$ cat config.mk
export PLATFORM = sky130hd
export DESIGN_NAME = sdram_port_arbiter_flat
export DESIGN_NICKNAME = d
export VERILOG_FILES = /design/src/rtl/sdram_port_arbiter_pkg.sv /design/src/rtl/sdram_port_arbiter_if.sv /design/src/rtl/sdram_arb_select.sv /design/src/rtl/sdram_port_arbiter.sv /design/src/flat_wrapper.sv
export SDC_FILE = /design/constraint.sdc
export NUM_CORES = 1
export LEC_CHECK = 0
export ABC_AREA = 1
export BUFFER_PORTS_ARGS = -buffer_cell sky130_fd_sc_hd__buf_4
export CAP_MARGIN = 5
export CORE_UTILIZATION = 33
export CTS_BUF_LIST = sky130_fd_sc_hd__clkbuf_8
export DETAILED_ROUTE_END_ITERATION = 10
export MAX_ROUTING_LAYER = met4
export SETUP_SLACK_MARGIN = 0.4
export SLEW_MARGIN = 20
export SYNTH_ARGS = -nofsm -noshare
export SYNTH_HDL_FRONTEND = slang
export SYNTH_SLANG_ARGS = --single-unit
$ cat constraint.sdc
create_clock -name clk_ram -period 4.12 [get_ports clk_ram]
set_clock_uncertainty 0.2 [all_clocks]
set_input_delay 0.618 -clock clk_ram [delete_from_list [all_inputs] [get_ports clk_ram]]
set_output_delay 0.618 -clock clk_ram [all_outputs]
set_load 0.1 [all_outputs]
$ cat src/rtl/sdram_port_arbiter_pkg.sv
// Shared types for the SDRAM port arbiter: FSM states, grant encodings, default width.
package sdram_arb_pkg;

  localparam int ADDR_W_DEF = 24;

  typedef enum logic [1:0] {
    IDLE    = 2'd0,
    ISSUE   = 2'd1,
    WAIT_RD = 2'd2,
    DONE    = 2'd3
  } state_t;

  typedef enum logic [1:0] {
    GNT_NONE = 2'd0,
    GNT_LD   = 2'd1,
    GNT_VID  = 2'd2,
    GNT_CPU  = 2'd3
  } grant_t;

endpackage

$ cat src/rtl/sdram_port_arbiter_if.sv
// Command/response bus between the arbiter (master) and the SDRAM controller (slave).
interface sdram_port_arbiter_if #(
  parameter int ADDR_W = 24
) ();

  logic              mem_req;
  logic              mem_we;
  logic [ADDR_W-1:0] mem_addr;
  logic [15:0]       mem_wdata;
  logic [1:0]        mem_be;
  logic              mem_ready;
  logic              mem_rvalid;
  logic [15:0]       mem_rdata;

  modport master (
    output mem_req, mem_we, mem_addr, mem_wdata, mem_be,
    input  mem_ready, mem_rvalid, mem_rdata
  );

  modport slave (
    input  mem_req, mem_we, mem_addr, mem_wdata, mem_be,
    output mem_ready, mem_rvalid, mem_rdata
  );

endinterface

$ cat src/rtl/sdram_arb_select.sv
// Winner select: loader first, then a starved CPU, then video, then CPU.
module sdram_arb_select
  import sdram_arb_pkg::*;
(
  input  logic   ld_req,
  input  logic   vid_req,
  input  logic   cpu_req,
  input  logic   cpu_starved,
  output grant_t winner
);

  always_comb begin
    winner = GNT_NONE;
    if (ld_req)                        winner = GNT_LD;
    else if (cpu_req && cpu_starved)   winner = GNT_CPU;
    else if (vid_req)                  winner = GNT_VID;
    else if (cpu_req)                  winner = GNT_CPU;
  end

endmodule

$ cat src/rtl/sdram_port_arbiter.sv
// Shares one SDRAM controller port between loader, video and CPU, one transaction at a time.
// Define SDRAM_ARB_PERF_EN to add per-requester ack counters and the worst CPU wait.
module sdram_port_arbiter
  import sdram_arb_pkg::*;
#(
  parameter int ADDR_W       = ADDR_W_DEF,
  parameter int STARVE_LIMIT = 8
) (
  input  logic                clk_ram,
  input  logic                reset_n,
  input  logic                ld_req,
  input  logic [ADDR_W-1:0]   ld_addr,
  input  logic [15:0]         ld_wdata,
  input  logic [1:0]          ld_be,
  output logic                ld_ack,
  input  logic                vid_req,
  input  logic [ADDR_W-1:0]   vid_addr,
  output logic [15:0]         vid_rdata,
  output logic                vid_ack,
  input  logic                cpu_req,
  input  logic                cpu_we,
  input  logic [ADDR_W-1:0]   cpu_addr,
  input  logic [15:0]         cpu_wdata,
  input  logic [1:0]          cpu_be,
  output logic [15:0]         cpu_rdata,
  output logic                cpu_ack,
  sdram_port_arbiter_if.master mem,
  output logic [1:0]          grant
`ifdef SDRAM_ARB_PERF_EN
  ,
  output logic [15:0]         perf_ld_cnt,
  output logic [15:0]         perf_vid_cnt,
  output logic [15:0]         perf_cpu_cnt,
  output logic [15:0]         perf_max_cpu_wait
`endif
);

  localparam int CNT_W = $clog2(STARVE_LIMIT + 1);

  state_t            state_q, state_d;
  grant_t            grant_q, grant_d, winner;
  logic [ADDR_W-1:0] addr_q, addr_d;
  logic [15:0]       wdata_q, wdata_d;
  logic [1:0]        be_q, be_d;
  logic              we_q, we_d;
  logic [15:0]       vid_rdata_q, vid_rdata_d;
  logic [15:0]       cpu_rdata_q, cpu_rdata_d;
  logic [CNT_W-1:0]  starve_q, starve_d;
  logic              starved, cpu_win, rd_done, issue;

  assign starved = (starve_q == CNT_W'(STARVE_LIMIT));

  sdram_arb_select u_select (
    .ld_req      (ld_req),
    .vid_req     (vid_req),
    .cpu_req     (cpu_req),
    .cpu_starved (starved),
    .winner      (winner)
  );

  always_ff @(posedge clk_ram or negedge reset_n) begin
    if (!reset_n) begin
      state_q     <= IDLE;
      grant_q     <= GNT_NONE;
      addr_q      <= '0;
      wdata_q     <= '0;
      be_q        <= '0;
      we_q        <= 1'b0;
      vid_rdata_q <= '0;
      cpu_rdata_q <= '0;
      starve_q    <= '0;
    end else begin
      // NOTE: sequential state is only ever assigned with <=.
      state_q     <= state_d;
      grant_q     <= grant_d;
      addr_q      <= addr_d;
      wdata_q     <= wdata_d;
      be_q        <= be_d;
      we_q        <= we_d;
      vid_rdata_q <= vid_rdata_d;
      cpu_rdata_q <= cpu_rdata_d;
      starve_q    <= starve_d;
    end
  end

  always_comb begin
    // NOTE: every target gets a default first, so no latch is inferred.
    state_d = state_q;
    grant_d = grant_q;
    addr_d  = addr_q;
    wdata_d = wdata_q;
    be_d    = be_q;
    we_d    = we_q;
    rd_done = 1'b0;
    case (state_q)
      IDLE: begin
        if (winner != GNT_NONE) begin
          state_d = ISSUE;
          grant_d = winner;
          case (winner)
            GNT_LD: begin
              addr_d = ld_addr;  wdata_d = ld_wdata;  be_d = ld_be;  we_d = 1'b1;
            end
            GNT_VID: begin
              addr_d = vid_addr; wdata_d = '0;        be_d = 2'b11;  we_d = 1'b0;
            end
            GNT_CPU: begin
              addr_d = cpu_addr; wdata_d = cpu_wdata; be_d = cpu_be; we_d = cpu_we;
            end
            default: ;
          endcase
        end
      end
      ISSUE: begin
        if (mem.mem_ready) begin
          if (we_q) begin
            state_d = DONE;
          end else if (mem.mem_rvalid) begin
            rd_done = 1'b1;
            state_d = DONE;
          end else begin
            state_d = WAIT_RD;
          end
        end
      end
      WAIT_RD: begin
        if (mem.mem_rvalid) begin
          rd_done = 1'b1;
          state_d = DONE;
        end
      end
      DONE: begin
        state_d = IDLE;
        grant_d = GNT_NONE;
      end
      default: state_d = IDLE;
    endcase
  end

  // Read capture and CPU starvation tracking.
  always_comb begin
    vid_rdata_d = vid_rdata_q;
    cpu_rdata_d = cpu_rdata_q;
    if (rd_done && grant_q == GNT_VID) vid_rdata_d = mem.mem_rdata;
    if (rd_done && grant_q == GNT_CPU) cpu_rdata_d = mem.mem_rdata;

    cpu_win = (state_q == IDLE) && (winner == GNT_CPU);
    if (!cpu_req || grant_q == GNT_CPU || cpu_win) starve_d = '0;
    else if (!starved)                             starve_d = starve_q + CNT_W'(1);
    else                                           starve_d = starve_q;
  end

  always_comb begin
    issue   = (state_q == ISSUE);
    ld_ack  = (state_q == DONE) && (grant_q == GNT_LD);
    vid_ack = (state_q == DONE) && (grant_q == GNT_VID);
    cpu_ack = (state_q == DONE) && (grant_q == GNT_CPU);
  end

  // Command fields are gated so the bus reads all-zero outside ISSUE.
  assign mem.mem_req   = issue;
  assign mem.mem_we    = issue & we_q;
  assign mem.mem_addr  = issue ? addr_q  : '0;
  assign mem.mem_wdata = issue ? wdata_q : '0;
  assign mem.mem_be    = issue ? be_q    : '0;

  assign vid_rdata = vid_rdata_q;
  assign cpu_rdata = cpu_rdata_q;
  assign grant     = grant_q;

`ifdef SDRAM_ARB_PERF_EN
  logic [15:0] perf_ld_q, perf_vid_q, perf_cpu_q, max_wait_q, cur_wait_q;
  logic        cpu_busy_q;

  always_ff @(posedge clk_ram or negedge reset_n) begin
    if (!reset_n) begin
      perf_ld_q  <= '0;
      perf_vid_q <= '0;
      perf_cpu_q <= '0;
      max_wait_q <= '0;
      cur_wait_q <= '0;
      cpu_busy_q <= 1'b0;
    end else begin
      if (ld_ack)  perf_ld_q  <= perf_ld_q  + 16'd1;
      if (vid_ack) perf_vid_q <= perf_vid_q + 16'd1;
      if (cpu_ack) perf_cpu_q <= perf_cpu_q + 16'd1;
      // A held cpu_req after an ack counts as the start of a new request.
      if (cpu_ack) begin
        cpu_busy_q <= 1'b0;
        if (cur_wait_q > max_wait_q) max_wait_q <= cur_wait_q;
      end else if (cpu_busy_q) begin
        if (cur_wait_q != 16'hFFFF) cur_wait_q <= cur_wait_q + 16'd1;
      end else if (cpu_req) begin
        cpu_busy_q <= 1'b1;
        cur_wait_q <= 16'd1;
      end
    end
  end

  assign perf_ld_cnt       = perf_ld_q;
  assign perf_vid_cnt      = perf_vid_q;
  assign perf_cpu_cnt      = perf_cpu_q;
  assign perf_max_cpu_wait = max_wait_q;
`endif

endmodule
$ cat src/flat_wrapper.sv
// flat-port wrapper written by rule: the top's interface ports become plain ports
module sdram_port_arbiter_flat import sdram_arb_pkg::*;
#(
  parameter int ADDR_W       = ADDR_W_DEF,
  parameter int STARVE_LIMIT = 8
)
  (clk_ram, reset_n, ld_req, ld_addr, ld_wdata, ld_be, ld_ack, vid_req, vid_addr, vid_rdata, vid_ack, cpu_req, cpu_we, cpu_addr, cpu_wdata, cpu_be, cpu_rdata, cpu_ack, grant, mem_mem_req, mem_mem_we, mem_mem_addr, mem_mem_wdata, mem_mem_be, mem_mem_ready, mem_mem_rvalid, mem_mem_rdata);
  sdram_port_arbiter_if #(.ADDR_W(ADDR_W)) mem_i ();
  input  logic clk_ram;
  input  logic reset_n;
  input  logic ld_req;
  input  logic [ADDR_W-1:0] ld_addr;
  input  logic [15:0] ld_wdata;
  input  logic [1:0] ld_be;
  output logic ld_ack;
  input  logic vid_req;
  input  logic [ADDR_W-1:0] vid_addr;
  output logic [15:0] vid_rdata;
  output logic vid_ack;
  input  logic cpu_req;
  input  logic cpu_we;
  input  logic [ADDR_W-1:0] cpu_addr;
  input  logic [15:0] cpu_wdata;
  input  logic [1:0] cpu_be;
  output logic [15:0] cpu_rdata;
  output logic cpu_ack;
  output logic [1:0] grant;
  output wire logic [$bits(mem_i.mem_req)-1:0] mem_mem_req;
  output wire logic [$bits(mem_i.mem_we)-1:0] mem_mem_we;
  output wire logic [$bits(mem_i.mem_addr)-1:0] mem_mem_addr;
  output wire logic [$bits(mem_i.mem_wdata)-1:0] mem_mem_wdata;
  output wire logic [$bits(mem_i.mem_be)-1:0] mem_mem_be;
  input wire logic [$bits(mem_i.mem_ready)-1:0] mem_mem_ready;
  input wire logic [$bits(mem_i.mem_rvalid)-1:0] mem_mem_rvalid;
  input wire logic [$bits(mem_i.mem_rdata)-1:0] mem_mem_rdata;
  assign mem_mem_req = mem_i.mem_req;
  assign mem_mem_we = mem_i.mem_we;
  assign mem_mem_addr = mem_i.mem_addr;
  assign mem_mem_wdata = mem_i.mem_wdata;
  assign mem_mem_be = mem_i.mem_be;
  assign mem_i.mem_ready = mem_mem_ready;
  assign mem_i.mem_rvalid = mem_mem_rvalid;
  assign mem_i.mem_rdata = mem_mem_rdata;
  sdram_port_arbiter #(.ADDR_W(ADDR_W), .STARVE_LIMIT(STARVE_LIMIT)) u_core (.clk_ram(clk_ram), .reset_n(reset_n), .ld_req(ld_req), .ld_addr(ld_addr), .ld_wdata(ld_wdata), .ld_be(ld_be), .ld_ack(ld_ack), .vid_req(vid_req), .vid_addr(vid_addr), .vid_rdata(vid_rdata), .vid_ack(vid_ack), .cpu_req(cpu_req), .cpu_we(cpu_we), .cpu_addr(cpu_addr), .cpu_wdata(cpu_wdata), .cpu_be(cpu_be), .cpu_rdata(cpu_rdata), .cpu_ack(cpu_ack), .mem(mem_i), .grant(grant));
endmodule
==> run metrics, run 1 <==
Die X 121 microns; largest net degree at the start of global routing 84; power share of the clock group 10.3%; YS warnings 0; worst min path class in -> async; CP peak stage delay 810 ps; period utilization 76.3%; Worst R2R Path Depth 7; Async SR Flop Fraction 100%; share of layout cells above drive strength 1 30.2%; multi-input logic area 1930 sq um; Critical Path RT 3300 ps; Num CTS Buffers 9; Setup CP Type reg -> out; worst-case clock buffer depth 2; r2r setup slk 1280 ps; critical path's top delay family adder cells; sequential area share after synthesis 44.3%; CTS tree done; Syn Area/Cell 7.41 sq um; HPWL after DPL 10.6 mm; unrepaired setup endpoints after global routing no; Diodes inserted 0; Bufs and invs on worst path 3; CTS sink cnt 83; combinational power share 66.9%; drt first pass iters 5; ys flop type dfrtp_1; DRC viols 0; reg-to-reg critical path startpoint u_core.state_q[1]$_DFFE_PN0P_; CP cell instances inv_1, ha_2, nand2_1, inv_1, buf_4; synth unique cells 27; Layout area overhead 39.7%; max_slew headroom 30.2%; number of fill cells in the layout 1424; ANT nets after route 0; FF+latch area 2080 sq um; first-pass GRT wire length 23.4 mm; Inst Count DP 986; area of the mapped netlist 4680 sq um; Total Routed Length 15.0 mm; type of origin of the critical path flop; worst-path fanout max 46; vias in the first global route 4967; Clk Latency, worst-skew pair 360 ps; Pint 2.45 mW; Worst path most repeated cell inv_1; Worst Max-Slew Pin Slew 1040 ps; Power per Cell Area 964 nW/um^2; switching power total 3.86 mW; hold_buf cts 0; initial DRC count 336; Syn Nets 771; port bufs 212; Mapped Cells 632; TNS Setup 0 ps; reg2reg end u_core.cpu_rdata[6]$_DFFE_PN0P_; CTS-repair resized insts 0; grt ovf 0; Finished Layout Cells 1002; Reg clk slew, reported paths 90 ps; number of setup violations in the final report 0; total die area 14700 sq um; critical path's slowest cell ha_2; #FFs+latches synth 83; VDD IR max 0.732 mV; vias per inst 4.93; final hold viol count 0; CTS root buf clkbuf_8; Die H 121 microns; number of synthesized flops with an enable pin 0; max capacitance violation total 0; DR WL/cell 15.0 microns; GRT Total Usage 20.9%; Std-Cell Core Area 13900 sq um; Sw Ratio 61.2%; Max H-tree Level 3; GP Congestion 0.868; Post-CTS Setup Repair Bufs 0; run status finished clean; number of antenna violations at the first check in global routing 0; Critical Path Sink Type output pin; FP Rows 43; I/O pin cnt 213; Pleak 3.75 nW; fmax 318 MHz; Reg power frac 22.8%; total number of vias 4940; WP data arrival 2330 ps; Initial Util 33.7%; Max Slew Vio Count 0; fin nets 956; crit path time final 3140 ps
[sequential cells by signal (all words and copies together) (netlist names)]
name	cells
u_core.addr_q	24
u_core.be_q	2
u_core.cpu_rdata	16
u_core.grant	2
u_core.starve_q	4
u_core.state_q	2
u_core.vid_rdata	16
u_core.wdata_q	16
u_core.we_q	1
[layer usage]
| metal | part of all wire (%) | global-route usage [%] |
|---|---|---|
| met3 | 7.2 | 4.32 |
| met1 | 43 | 25.0 |
| met5 | 0 | - |
| met4 | 2.5 | 8.87 |
| met2 | 47 | 34.3 |
[power groups by stage]
stage / Clock (mW) / Sequential [mW] / Combinational, mW
after floorplan: 0 / 2.53 / 2.22
after global placement: 0 / 1.44 / 4.18
after detailed placement: 0 / 1.45 / 4.23
after CTS: 0.666 / 1.44 / 4.24
after global routing: 0.708 / 1.49 / 4.47
final: 0.650 / 1.44 / 4.22
[cell usage after synthesis (all sizes together), types with 2 or more instances]
master  number  area (sq um)
buf         28           170
ha           7          87.6
nor2        15          71.3
o21ai       41           209
clkbuf      15          57.6
a21oi       74           370
nand2      139           542
nor3         2          10.0
xor2         3          26.3
nand4       50           319
inv        122           458
nand3       50           265
dfrtp       83          2080
[worst max path at each step]
stage / from / end / slack [ps] / cells past startpoint
6_report: u_core.state_q[1]$_DFFE_PN0P_ / mem_mem_addr[14] / 980 / 5
3_5_place_dp: u_core.state_q[1]$_DFFE_PN0P_ / u_core.vid_rdata[2]$_DFFE_PN0P_ / 1260 / 7
3_3_place_gp: u_core.state_q[1]$_DFFE_PN0P_ / u_core.vid_rdata[12]$_DFFE_PN0P_ / 1380 / 7
2_1_floorplan: u_core.state_q[1]$_DFFE_PN0P_ / mem_mem_addr[0] / 770 / 6
5_1_grt: u_core.state_q[1]$_DFFE_PN0P_ / mem_mem_addr[14] / 780 / 5
4_1_cts: u_core.state_q[1]$_DFFE_PN0P_ / mem_mem_we / 920 / 5
[metrics by stage]
| step | util (%) | hold WS, ps | area (sq um) | worst slack [ps] | total power, mW |
|---|---|---|---|---|---|
| 2_1_floorplan | - | 122 | 4690 | 773 | 4.75 |
| 3_3_place_gp | 45.6 | 265 | 6320 | 1380 | 5.62 |
| 3_5_place_dp | 45.6 | 267 | 6320 | 1260 | 5.68 |
| 4_1_cts | 47.1 | 255 | 6540 | 922 | 6.34 |
| 5_1_grt | 47.1 | 170 | 6540 | 779 | 6.67 |
| 6_report | 47.1 | 98.6 | 6540 | 976 | 6.31 |
[cells by family (layout without fill, tap and decap cells)]
group / count (synthesis) / in the layout / share of synthesized area, %
AND/OR/NAND/NOR: 256 / 256 / 25.8
flip-flops: 83 / 83 / 44.3
adder cells (fa/ha/maj): 7 / 7 / 1.87
buffers and inverters: 165 / 355 / 14.6
AO/OA/AOI/OAI: 118 / 118 / 12.8
XOR/XNOR: 3 / 3 / 0.561
[layout by cell type, fill, tap and decap left out, drive strengths merged]
master / n
nor3: 2
o21ai: 41
dfrtp: 83
inv: 124
o211ai: 1
a21o: 1
nand4: 50
buf: 217
clkinvlp: 2
a31oi: 1
nand3: 50
ha: 7
nand2: 139
bufinv: 2
a21oi: 74
clkinv: 1
nor2: 15
xor2: 3
clkbuf: 9
[worst reg2reg max path, cell delays in order (launching register included)]
cell     delay [ps]
dfrtp_1         430
inv_1           140
ha_2            810
inv_2            70
nor2_1          110
a21o_1          160
nand3_2         440
o21ai_0         360
[area by class of cell]
cell class	count	area share, %
sequential	83	31.7
tap	180	3.44
clock buffer	9	1.89
inverter	122	7.00
timing repair buffer	217	25.0
multi-input combinational	384	29.6
clock inverter	7	1.41
Note: power is estimated with default switching activity, not from simulation.
==> inputs of run 2 (changes only) <==
==> constraint.sdc (replaced) <==
create_clock -name clk_ram -period 3.15 [get_ports clk_ram]
set_clock_uncertainty 0.2 [all_clocks]
set_input_delay 0.4725 -clock clk_ram [delete_from_list [all_inputs] [get_ports clk_ram]]
set_output_delay 0.4725 -clock clk_ram [all_outputs]
set_load 0.1 [all_outputs]
==> run 2 against run 1 <==
Effect of this change:
- via count down 0.93%
- sequential share of layout area down 1.1 points
- final cell count up 0.50%
- non-clock buffer count up 5
- global-route usage up 0.34 points
- utilization up 1.7 points
- register-to-register slack worse by 490 ps
- largest cell class unchanged
- highest routed layer unchanged
==> run metrics, run 2 (same netlist as run 1, synthesis figures left out) <==
run status finished clean (unchanged); DRC viols 0 (unchanged); total die area 14700 sq um (unchanged); Critical Path RT 2480 ps (was 3300 ps); initial DRC count 285 (was 336); most frequent cells in the layout 217 x buf_4, 135 x nand2_1, 83 x dfrtp_1, 81 x inv_1, 74 x a21oi_1 (was 216 x buf_4, 135 x nand2_1, 121 x inv_1, 83 x dfrtp_1, 74 x a21oi_1); type of origin of the critical path flop (unchanged); number of setup violations in the final report 0 (unchanged); number of fill cells in the layout 1413 (was 1424); share of layout cells above drive strength 1 35.4% (was 30.2%); vias in the first global route 4764 (was 4967); drt first pass iters 5 (unchanged); port bufs 212 (unchanged); Max H-tree Level 3 (unchanged); Critical Path Sink Type output pin (unchanged); Worst R2R Path Depth 9 (was 7); worst-path fanout max 25 (was 46); largest net degree at the start of global routing 61 (was 84); Initial Util 33.7% (unchanged); CTS sink cnt 83 (unchanged); Total Routed Length 15.1 mm (was 15.0 mm); final hold viol count 0 (unchanged); Reg clk slew, reported paths 80 ps (was 90 ps); vias per inst 4.86 (was 4.93); FP Rows 43 (unchanged); max capacitance violation total 0 (unchanged); most common cell after layout, fill and taps aside buf_4 (unchanged); grt ovf 0 (unchanged); number of antenna violations at the first check in global routing 0 (unchanged); Layout area overhead 44.6% (was 39.7%); Diodes inserted 0 (unchanged); unrepaired setup endpoints after global routing no (unchanged); CTS root buf clkbuf_8 (unchanged); CTS tree done (unchanged); worst-case clock buffer depth 2 (unchanged); worst min path class in -> reg (was in -> async); HPWL after DPL 10.6 mm (about the same); Setup CP Type reg -> out (unchanged); WP data arrival 1910 ps (was 2330 ps); Worst Max-Slew Pin Slew 731 ps (was 1040 ps); period utilization 82.1%; fmax 387 MHz; max_slew headroom 51.3% (was 30.2%); hold depth 3; total number of vias 4894 (was 4940); Die H 121 microns (unchanged); I/O pin cnt 213 (unchanged); TNS Setup 0 ps (unchanged); crit path time final 2590 ps; first-pass GRT wire length 23.3 mm (was 23.4 mm); ANT nets after route 0 (unchanged); fin nets 961 (was 956); Most flops, register u_core.addr_q (unchanged); GRT Total Usage 21.3% (was 20.9%); Max Slew Vio Count 0 (unchanged); Num CTS Buffers 9 (unchanged); GP Congestion 0.861 (was 0.868); Std-Cell Core Area 13900 sq um (unchanged); Die X 121 microns (unchanged); DR WL/cell 15.0 microns (about the same); Clk Latency, worst-skew pair 370 ps (was 360 ps); Largest register FFs 24 (unchanged)
run 2: final cells by class:
class / instances / area (sq um) / area share, %
flip-flops and latches: 83 / 2080 / 30.7
multi-input cells: 384 / 1950 / 28.7
repair buffers: 222 / 1710 / 25.3
inverters: 122 / 608 / 8.98
well taps: 180 / 225 / 3.32
clock buffers: 11 / 151 / 2.23
clock inverters: 5 / 52.6 / 0.776
run 2: timing repair:
item                                    CTS  global route
endpoints found under the setup margin   25             1
setup buffers                             0             1
hold buffers                              1             0
gates resized for setup                   1             0
gates cloned                              0             0
hold endpoints to repair                 55             0
run 2: critical path, cell delays in order (launching register included):
cell and delay, ps:
dfrtp_1 420, inv_1 160, ha_4 280, buf_12 200, nand2_1 110, clkinvlp_4 80, buf_4 280
run 2: metal layers:
layer / vias to the layer above / GRT usage [%] / share of wire [%]
met2: 223 / 32.6 / 45
li1: 2397 / - / -
met5: - / - / 0
met4: 0 / 9.34 / 2.1
met3: 26 / 5.17 / 8.6
met1: 2248 / 26.7 / 44
run 2: final timing paths:
kind	start	to	slack, ps
max	u_core.state_q[1]$_DFFE_PN0P_	mem_mem_addr[10]	560
min	cpu_be[1]	u_core.be_q[1]$_DFFE_PN0P_	110
max reg2reg	u_core.state_q[0]$_DFFE_PN0P_	u_core.addr_q[8]$_DFFE_PN0P_	790
min reg2reg	u_core.cpu_rdata[9]$_DFFE_PN0P_	u_core.cpu_rdata[9]$_DFFE_PN0P_	290
max in group asynchronous	reset_n	u_core.addr_q[9]$_DFFE_PN0P_	1620
min in group asynchronous	reset_n	u_core.addr_q[18]$_DFFE_PN0P_	520
run 2: stage by stage:
| step | hold slack (ps) | instances | worst slack, ps | instance area, sq um | utilization, % |
|---|---|---|---|---|---|
| floorplan | -23.1 | 632 | 108 | 4850 | - |
| global placement | 269 | 989 | 673 | 6540 | 47.1 |
| detailed placement | 274 | 989 | 646 | 6540 | 47.1 |
| CTS | 86.4 | 1006 | 453 | 6760 | 48.7 |
| global route | 116 | 1007 | 475 | 6770 | 48.8 |
| finish | 108 | 1007 | 563 | 6770 | 48.8 |
Power of run 2 is not shown: default switching activity piles up to over one toggle a cycle in this logic, so the estimate is an artifact.
==> inputs of run 3 (changes only) <==
==> constraint.sdc (replaced) <==
create_clock -name clk_ram -period 2.5 [get_ports clk_ram]
set_clock_uncertainty 0.2 [all_clocks]
set_input_delay 0.375 -clock clk_ram [delete_from_list [all_inputs] [get_ports clk_ram]]
set_output_delay 0.375 -clock clk_ram [all_outputs]
set_load 0.1 [all_outputs]
==> run 3 against run 2 <==
Effect of this change:
- non-clock buffer count rose by 15
- register-to-register slack got worse by 250 ps
- final area rose by 13%
- final cell count rose by 1.5%
- count of clock-buffer cells in the layout fell by 2
- global-route usage rose by 0.47 points
- setup slack got worse by 290 ps
- hold slack got worse by 82 ps
- via count rose by 1.7%
- sequential share of layout area fell by 3.6 points
- critical endpoint is now mem_mem_addr[1]
==> run metrics, run 3 (same netlist as run 1, synthesis figures left out) <==
run status finished clean (unchanged); vias per inst 4.87 (was 4.86); Reg clk slew, reported paths 100 ps (was 80 ps); number of setup violations in the final report 0 (unchanged); Setup CP Type reg -> out (unchanged); final hold viol count 0 (unchanged); Finished Layout Cells 1022 (was 1007); Die X 121 microns (unchanged); Std-Cell Core Area 13900 sq um (unchanged); Inst Count DP 994 (was 989); Critical Path Sink Type output pin (unchanged); worst-path fanout max 6 (was 25); fin nets 976 (was 961); Max H-tree Level 3 (unchanged); unrepaired setup endpoints after global routing yes (was no); share of layout cells above drive strength 1 39.7% (was 35.4%); fmax 449 MHz; post-route design area 7690 sq um (was 6770 sq um); max capacitance violation total 0 (unchanged); most common cell after layout, fill and taps aside buf_4 (unchanged); Total Routed Length 15.3 mm (was 15.1 mm); CTS tree done (unchanged); TNS Setup 0 ps (unchanged); crit path time final 2230 ps; Most flops, register u_core.addr_q (unchanged); Num CTS Buffers 9 (unchanged); HPWL after DPL 10.7 mm (was 10.6 mm); Power per Cell Area 1550 nW/um^2; Pleak 3.72 nW; DRC viols 0 (unchanged); worst min path class in -> reg (unchanged); grt ovf 0 (unchanged); number of antenna violations at the first check in global routing 0 (unchanged); FP Rows 43 (unchanged); Clk Latency, worst-skew pair 360 ps (was 370 ps); DR WL/cell 14.9 microns (was 15.0 microns); drt first pass iters 5 (unchanged); initial DRC count 189 (was 285); port bufs 212 (unchanged); Max Slew Vio Count 0 (unchanged); CTS root buf clkbuf_8 (unchanged); Worst Max-Slew Pin Slew 631 ps (was 731 ps); dpl cell area 6720 sq um (was 6540 sq um); most frequent cells in the layout 179 x buf_4, 119 x nand2_1, 80 x dfrtp_1, 75 x inv_1, 74 x a21oi_1 (was 217 x buf_4, 135 x nand2_1, 83 x dfrtp_1, 81 x inv_1, 74 x a21oi_1); largest net degree at the start of global routing 52 (was 61); Layout area overhead 64.1% (was 44.6%); Largest register FFs 24 (unchanged); Final Total Pwr 11.9 mW; period utilization 89.0%; Diodes inserted 0 (unchanged); worst-case clock buffer depth 2 (unchanged); Critical Path RT 1920 ps (was 2480 ps); pre-CTS setup slack 378 ps (was 646 ps); vias in the first global route 4908 (was 4764); I/O pin cnt 213 (unchanged); type of origin of the critical path flop (unchanged); GRT Total Usage 21.7% (was 21.3%); Initial Util 33.7% (unchanged); max_slew headroom 57.9% (was 51.3%); total die area 14700 sq um (unchanged); total number of vias 4976 (was 4894); Final Worst Setup Slack 275 ps (was 563 ps); GP Congestion 0.790 (was 0.861); WP data arrival 1650 ps (was 1910 ps); ANT nets after route 0 (unchanged); VDD IR max 1.18 mV; CTS sink cnt 83 (unchanged); first-pass GRT wire length 24.2 mm (was 23.3 mm); Die H 121 microns (unchanged)
==> run 3: power breakdown <==
part	internal [mW]	switching, mW
registers	2.00	0.452
logic	2.55	5.89
clock network	0.490	0.549
total	5.03	6.89
==> run 3: layout make-up <==
type,count,area (sq um)
clock buffer,9,124
clock inverter,7,87.6
fill,1307,6190
inverter,122,622
multi-input combinational,384,2080
sequential,83,2080
tap,180,225
timing repair buffer,237,2470
==> run 3: path summary, 6_finish.rpt <==
kind	from	endpoint	slack [ps]	depth (start not counted)
max	u_core.state_q[1]$_DFFE_PN0P_	mem_mem_addr[1]	270	7
min	cpu_be[0]	u_core.be_q[0]$_DFFE_PN0P_	30	3
min in group asynchronous	reset_n	u_core.addr_q[17]$_DFFE_PN0P_	390	2
min reg2reg	u_core.be_q[0]$_DFFE_PN0P_	u_core.be_q[0]$_DFFE_PN0P_	290	2
max reg2reg	u_core.starve_q[0]$_DFFE_PN0P_	u_core.addr_q[10]$_DFFE_PN0P_	540	8
max in group asynchronous	reset_n	u_core.grant[0]$_DFFE_PN0P_	1070	3
==> run 3: metrics by stage <==
stage          hold WS, ps  utilization [%]
2_1_floorplan         -121                -
3_3_place_gp           237             48.4
3_5_place_dp           240             48.4
4_1_cts               5.85             55.0
5_1_grt               20.2             55.4
6_report              25.7             55.4
==> run 3: critical path, stage by stage (launching register included) <==
cell        delay, ps
dfrtp_1           410
inv_2              90
ha_4              220
buf_6             140
buf_16            130
nand2_4            50
clkinvlp_4         80
buf_12            170
==> run 3: repair_timing <==
action	CTS	global route
hold buffers	1	0
setup buffers	8	2
resized for setup	145	10
setup endpoints to repair	61	65
pin swaps	3	0
hold endpoints to repair	47	0
gates cloned	1	0
==> run 3: per-layer routing <==
metal | up-vias | track usage (%) | wire length, microns
met5 | - | - | 0
met4 | 0 | 5.17 | 97
met3 | 10 | 5.97 | 1260
met2 | 212 | 35.9 | 7400
met1 | 2321 | 26.4 | 6520
li1 | 2433 | - | -
